<file path="src/rtl/izqader_pkg.sv">
`default_nettype none
// ============================================================================
//  Module      : izqader_pkg
//  Description : Shared definitions for the left-to-right iterative parity
//                network: FSM state encoding and the f_mid initial value.
//  Revision    : 1.0 - initial release
// ============================================================================
package izqader_pkg;

  typedef logic [1:0] state_t;

  // Sequencer states; 2'd3 is unused and recovers to IDLE
  localparam state_t IDLE  = 2'd0;
  localparam state_t SHIFT = 2'd1;
  localparam state_t FINAL = 2'd2;

  // Value of f_mid before the first middle cell
  localparam logic F_MID_INIT = 1'b0;

endpackage : izqader_pkg
`default_nettype wire

</file>
<file path="src/rtl/celda_final.sv">
`default_nettype none
// ============================================================================
//  Module      : celda_final
//  Description : Final cell of the parity network. The network result is the
//                intermediate signal itself.
//  Revision    : 1.0 - initial release
// ============================================================================
module celda_final (
  input  logic f_mid_in,
  output logic f
);

  assign f = f_mid_in;

endmodule : celda_final
`default_nettype wire

</file>
<file path="src/rtl/celda_media.sv">
`default_nettype none
// ============================================================================
//  Module      : celda_media
//  Description : Middle cell of the parity network. Folds one input bit into
//                the running intermediate signal.
//  Revision    : 1.0 - initial release
// ============================================================================
module celda_media (
  input  logic f_mid_in,
  input  logic x,
  output logic f_mid_out
);

  assign f_mid_out = f_mid_in ^ x;

endmodule : celda_media
`default_nettype wire

</file>
<file path="src/rtl/control_serie_izqader.sv">
`default_nettype none
// ============================================================================
//  Module      : control_serie_izqader
//  Description : Bit-serial sequencer for the parity network. One shared
//                middle cell is evaluated per clock, MSB first, with f_mid
//                held in a register; the final cell then updates f and
//                pulses done.
//  Revision    : 1.0 - initial release
// ============================================================================
module control_serie_izqader
  import izqader_pkg::*;
#(
  parameter int N  = 8,
  parameter int CW = $clog2(N)
) (
  input  logic         clk,
  input  logic         rst_n,
  input  logic         start,
  input  logic [N-1:0] data_in,
  output logic         busy,
  output logic         done,
  output logic         f
);

  localparam logic [CW-1:0] C_CNT_LAST = CW'(N - 1);

  state_t        r_state;
  state_t        w_state_next;
  logic [N-1:0]  r_sh;
  logic [CW-1:0] r_cnt;
  logic          r_f_mid;
  logic          r_f;
  logic          r_busy;
  logic          r_done;

  logic          w_load;
  logic          w_shift;
  logic          w_fin;
  logic          w_f_mid_next;
  logic          w_f_final;

  // The single middle cell, reused on every SHIFT cycle
  celda_media u_celda_media (
    .f_mid_in  (r_f_mid),
    .x         (r_sh[N-1]),
    .f_mid_out (w_f_mid_next)
  );

  celda_final u_celda_final (
    .f_mid_in (r_f_mid),
    .f        (w_f_final)
  );

  // State register
  always_ff @(posedge clk or negedge rst_n) begin
    if (!rst_n) begin
      r_state <= IDLE;
    end else begin
      r_state <= w_state_next;
    end
  end

  // Next-state logic; the unused encoding falls back to IDLE
  always_comb begin
    w_state_next = IDLE;
    case (r_state)
      IDLE:    w_state_next = start ? SHIFT : IDLE;
      SHIFT:   w_state_next = (r_cnt == '0) ? FINAL : SHIFT;
      FINAL:   w_state_next = IDLE;
      default: w_state_next = IDLE;
    endcase
  end

  // Datapath control strobes decoded from the current state
  always_comb begin
    w_load  = (r_state == IDLE) && start;
    w_shift = (r_state == SHIFT);
    w_fin   = (r_state == FINAL);
  end

  // Datapath: shift register, bit counter, f_mid, result and status flags
  always_ff @(posedge clk or negedge rst_n) begin
    if (!rst_n) begin
      r_sh    <= '0;
      r_cnt   <= '0;
      r_f_mid <= F_MID_INIT;
      r_f     <= 1'b0;
      r_busy  <= 1'b0;
      r_done  <= 1'b0;
    end else begin
      r_busy <= (w_state_next != IDLE);
      r_done <= w_fin;
      if (w_load) begin
        r_sh    <= data_in;
        r_cnt   <= C_CNT_LAST;
        r_f_mid <= F_MID_INIT;
      end else if (w_shift) begin
        r_f_mid <= w_f_mid_next;
        r_sh    <= r_sh << 1;
        if (r_cnt != '0) begin
          r_cnt <= r_cnt - 1'b1;
        end
      end
      if (w_fin) begin
        r_f <= w_f_final;
      end
    end
  end

  assign busy = r_busy;
  assign done = r_done;
  assign f    = r_f;

endmodule : control_serie_izqader
`default_nettype wire
</file>
<file path="config.mk">
export PLATFORM = sky130hd
export DESIGN_NAME = control_serie_izqader
export DESIGN_NICKNAME = d
export VERILOG_FILES = /design/src/rtl/izqader_pkg.sv /design/src/rtl/celda_final.sv /design/src/rtl/celda_media.sv /design/src/rtl/control_serie_izqader.sv
export SDC_FILE = /design/constraint.sdc
export NUM_CORES = 1
export LEC_CHECK = 0
export BUFFER_PORTS_ARGS = -buffer_cell sky130_fd_sc_hd__buf_2
export CORE_MARGIN = 4
export CORE_UTILIZATION = 57
export DETAILED_ROUTE_END_ITERATION = 12
export PLACE_DENSITY = 0.8
export RECOVER_POWER = 50
export SYNTH_ARGS = -nofsm -noshare
export SYNTH_HDL_FRONTEND = slang
export SYNTH_SLANG_ARGS = --single-unit
</file>
<file path="constraint.sdc">
create_clock -name clk -period 2.1 [get_ports clk]
set_input_delay 0.525 -clock clk [delete_from_list [all_inputs] [get_ports clk]]
set_output_delay 0.525 -clock clk [all_outputs]
set_load 0.02 [all_outputs]
</file>
After elaboration in Yosys (flattened, before gate mapping)
Index checks and enable logic that the tools add are counted.
{ "totals": {"reg_bits": 17, "input_bits": 11, "out_inout_bits": 3, "wordCells": 29} }
{ "op_classes": {"n_addsub": 1, "eq_ne": 2, "muxes": 10, "bitwise_logic": 1, "n_reduce_logical": 8} }
{ "op_table": {"columns": ["operator", "count"], "rows": [
  ["$mux W8", 2],
  ["$mux W3", 3],
  ["$reduce_bool A2 Y1", 3],
  ["$pmux W2 S2", 1],
  ["$logic_not A3 Y1", 1],
  ["$mux W1", 3],
  ["$reduce_bool A3 Y1", 1],
  ["$sub A3 B1 Y3 const B", 1],
  ["$eq A2 B1 Y1 const B", 1],
  ["$eq A2 B2 Y1 const B", 1],
  ["$logic_not A2 Y1", 1],
  ["$mux W2", 1],
  ["$reduce_and A2 Y1", 1],
  ["$logic_and A1 B1 Y1", 1],
  ["$xor A1 B1 Y1", 1]
]} }

Depth between registers and ports, before layout
{ "logic_depth": {"ltp_word": 4, "depth_mapped": 5, "ltp_nobuf": 5} }

Cells and area by module
Synthesis repeated with hierarchy kept, for this count alone.
{ "unflattened": {"cells_unflattened": 72, "hier_area_um2": 768.2} }
{ "modules_own_cells": {"columns": ["mod", "instances", "cells_per_inst", "area_each_um2"], "rows": [
  ["control_serie_izqader", 1, 70, 752.0],
  ["celda_media", 1, 1, 8.8],
  ["celda_final", 1, 1, 7.5]
]} }

Worst setup path before layout
OpenSTA, ideal clock, no wires.
{ "synth_timing": {"path_kind": "input-to-reg", "from": "in start", "to": "reg r_cnt[0]", "setup_ps": 138, "arrival_time_ps": 1090, "required_ps": 1962, "path_slack_ps": 872, "cell_stages": 5, "n_path_buf": 1, "cell_sequence": "buf_2 -> o21bai_4 -> inv_2 -> a21oi_1 -> a41oi_1"} }
{ "synth_between": {"elab_chain_cells": 3} }
{ "synth_lines": {"columns": ["item", "line", "text"], "rows": [
  ["start, declared", "control_serie_izqader.sv:18", "input logic start,"],
  ["$logic_and A1 B1 Y1 (*)", "control_serie_izqader.sv:76", "w_load = (r_state == IDLE) && start;"],
  ["$reduce_bool A2 Y1 (no source line)", null, null],
  ["$reduce_and A2 Y1 (no source line)", null, null],
  ["end signal, assigned", "control_serie_izqader.sv:101", "r_cnt <= r_cnt - 1'b1;"],
  ["end, declared", "control_serie_izqader.sv:30", "logic [CW-1:0] r_cnt;"]
]} }
Every way passes the cells marked *; elsewhere a longest branch is shown, timed or not.
A chain may end at the register's enable or synchronous reset.

Worst setup path after layout
{ "layout_timing": {"from": "reg r_state[0]", "to": "reg r_cnt[2]"} }
{ "layout_between": {"elab_chain_cells": 4} }
{ "layout_lines": {"columns": ["item", "line", "text"], "rows": [
  ["start, declared", "control_serie_izqader.sv:27", "state_t r_state;"],
  ["start signal, assigned", "control_serie_izqader.sv:59", "r_state <= w_state_next;"],
  ["$logic_not A2 Y1", "control_serie_izqader.sv:76", null],
  ["$logic_and A1 B1 Y1", "control_serie_izqader.sv:76", null],
  ["$reduce_bool A2 Y1 (no source line)", null, null],
  ["$reduce_and A2 Y1 (no source line)", null, null]
]} }
Several ways; a longest one is shown, not always the timed one.

==> results.sh <==
export IMPL_initial_core_util=0.632
export IMPL_path_clk_slew_ns=0.10
export IMPL_wl_per_cell_um=12.8
export IMPL_fin_crit_ns=1.46
export IMPL_finalSetupViolations=0
export IMPL_antenna_cells=0
export IMPL_cts_max_level=1
export IMPL_fmax_mhz=684
export IMPL_crit_family="flip-flops"
export IMPL_clkSinkCount=17
export IMPL_antenna_found_initial=0
export IMPL_drive_gt1_frac=0.272
export IMPL_die_x_um=46.7
export IMPL_area_growth_pct=8.80
export IMPL_viasPerCell=5.42
export IMPL_cts_buffers=3
export IMPL_tns_ns=0
export IMPL_p_per_area_nw_per_um2=1260
export IMPL_die_height_um=46.7
export IMPL_grt_pass1_vias=544
export IMPL_cp_end_kind="flip-flop"
export IMPL_seq_area_frac_synth=0.499
export IMPL_post_cts_resized=0
export IMPL_hold_buffers=0
export IMPL_final_core_util=0.688
export IMPL_max_slew_margin=0.415
export IMPL_cp_max_fo=23
export IMPL_r2r_slack_ns=0.64
export IMPL_pre_cts_slack_ns=0.624
export IMPL_synth_cells=79
export IMPL_finalHoldViolCount=0
export IMPL_ios=14
export IMPL_crit_start="r_state[0]$_DFF_PN0_"
export IMPL_gp_congestion=0.776
export IMPL_holdWs_ns=0.319
export IMPL_ant_nets=0
export IMPL_maxSlewViolCount=0
export IMPL_hpwl_um=951
export IMPL_cp_slowest_cell="dfrtp_1"
export IMPL_worstSetupPathType="flip-flop to flip-flop"
export IMPL_ys_types=26
export IMPL_cts_tree="done"
export IMPL_root_buffer="clkbuf_4"
export IMPL_drc=0
export IMPL_setup_slack_ns=0.638
export IMPL_syn_nets=92
export IMPL_startpoint_type="flip-flop"
export IMPL_maxCapViolCount=0
export IMPL_rows=13
export IMPL_vias=580
export IMPL_grt_max_degree=24
export IMPL_drt_pass1_iterations=4
export IMPL_globalRoute_totalOverflow=0
export IMPL_cp_cell_sequence="nand2_1 > o32a_1 > o21ai_2"
export IMPL_grtUsageTotal=0.156
export IMPL_first_iter_violations=10
export IMPL_finalWirelength_um=1370
export IMPL_tightest_slew_ns=0.878
export IMPL_port_buffers=13
export IMPL_cts_setup_buffers=0
export IMPL_critPathBufInv=0
export IMPL_arrival_ns=1.69
export IMPL_clock_insertion_delay_worst_skew_ns=0.29
export IMPL_leakage_nw=0.468
export IMPL_nNetsFinal=106
export IMPL_clockBufferDepth=2
export IMPL_syn_avg_cell_area_um2=10.8
export IMPL_core_area_um2=1350
export IMPL_irDropWorstVdd_mv=0.710
export IMPL_skew_ns=0.00269
export IMPL_rsz0062_at_grt="false"
export IMPL_period_share=0.696
export IMPL_cp_required_ns=2.33
export IMPL_rr_startpoint="r_state[0]$_DFF_PN0_"
export IMPL_hp_class="primary input to async pin"
export IMPL_yosys_register_bits=17
export IMPL_syn_area_um2=853
export IMPL_die_area_um2=2180
export IMPL_critPathMaxStageDelay_ns=0.84
export IMPL_ys_warn_count=0
export IMPL_outcome="complete, no violations"
export IMPL_grt_pass1_wl_um=2330
flip-flops by register name, indices dropped and copies added, names as in the netlist:
| name | flops |
|---|---|
| done | 1 |
| busy | 1 |
| r_state | 2 |
| f | 1 |
| r_sh | 8 |
| r_cnt | 3 |
| r_f_mid | 1 |
layout make-up:
type                            instances  area (um^2)
Clock buffer                            3         22.5
Clock inverter                          1         5.00
Fill cell                             118          422
Inverter                                5         18.8
Multi-Input combinational cell         53          374
Sequential cell                        17          425
Tap cell                               15         18.8
Timing Repair Buffer                   13         63.8
cells in the final DEF (no fill, tap or decap), types with 3 or more instances in the layout:
master / n
a21oi_1: 3
a21oi_2: 5
and3b_1: 7
buf_2: 12
clkbuf_4: 3
dfrtp_1: 17
inv_1: 4
nand2_1: 10
nand2b_1: 3
o21ai_1: 8
logic make-up (layout without fill, tap and decap cells):
kind of cell,after synthesis,in the layout,share of synthesized area
buf+inv,9,22,0.0601
simple gates,24,24,0.166
flops,17,17,0.499
mux,3,3,0.0411
fa+ha+maj,2,2,0.0293
compound gates,24,24,0.205
synthesized netlist by cell type:
cell	count	area share
dfrtp_1	17	0.50
a21oi_2	5	0.051
inv_1	4	0.018
nor2_1	1	0.0044
buf_2	2	0.012
ha_1	2	0.029
and3b_1	7	0.072
nand2_1	10	0.044
a2bb2oi_1	1	0.010
a22oi_1	1	0.0088
mux2i_1	2	0.023
o21ai_2	1	0.010
o21bai_4	1	0.022
o21ai_0	1	0.0059
o32a_1	1	0.012
buf_6	2	0.026
inv_2	1	0.0044
a21oi_1	3	0.018
and2_1	1	0.0073
mux2_4	1	0.018
nor2_2	1	0.0073
nand2b_1	3	0.022
a22o_1	1	0.010
o21ai_1	8	0.047
a41oi_1	1	0.010
nand3b_1	1	0.0088
stage by stage:
step           instances  area [um^2]  power [mW]
3_3_place_gp         103          905       0.996
6_report             107          928        1.17
3_5_place_dp         103          905        1.01
4_1_cts              107          932        1.18
2_1_floorplan         79          853       0.935
5_1_grt              107          928        1.28
layer usage:
metal  global-route usage  part of all wire  vias up
met3               0.0352             0.037        4
met1                0.200              0.48      260
met4               0.0994             0.017        0
met5                    0                 0        -
met2                0.236              0.46       10
li1                     -                 -      306
worst register-to-register path: cells and delay by family (launching register included):
| kind | cells | cell delay [ns] |
|---|---|---|
| flops | 1 | 0.84 |
| simple gates | 1 | 0.13 |
| compound gates | 2 | 0.43 |
where the power goes:
group	switching (mW)	internal (mW)
Combinational	0.187	0.215
Clock	0.103	0.0708
Sequential	0.138	0.451
path summary, 6_finish.rpt:
kind,endpoint,depth (start not counted)
max in group asynchronous,r_sh[1]$_DFFE_PN0P_,1
hold reg to reg,f$_DFFE_PN0P_,1
setup / recovery,r_cnt[2]$_DFFE_PN0P_,3
hold / removal,f$_DFFE_PN0P_,1
min in group clk,f$_DFFE_PN0P_,1
setup reg to reg,r_cnt[2]$_DFFE_PN0P_,3
Note: power is estimated with default switching activity, not from simulation.
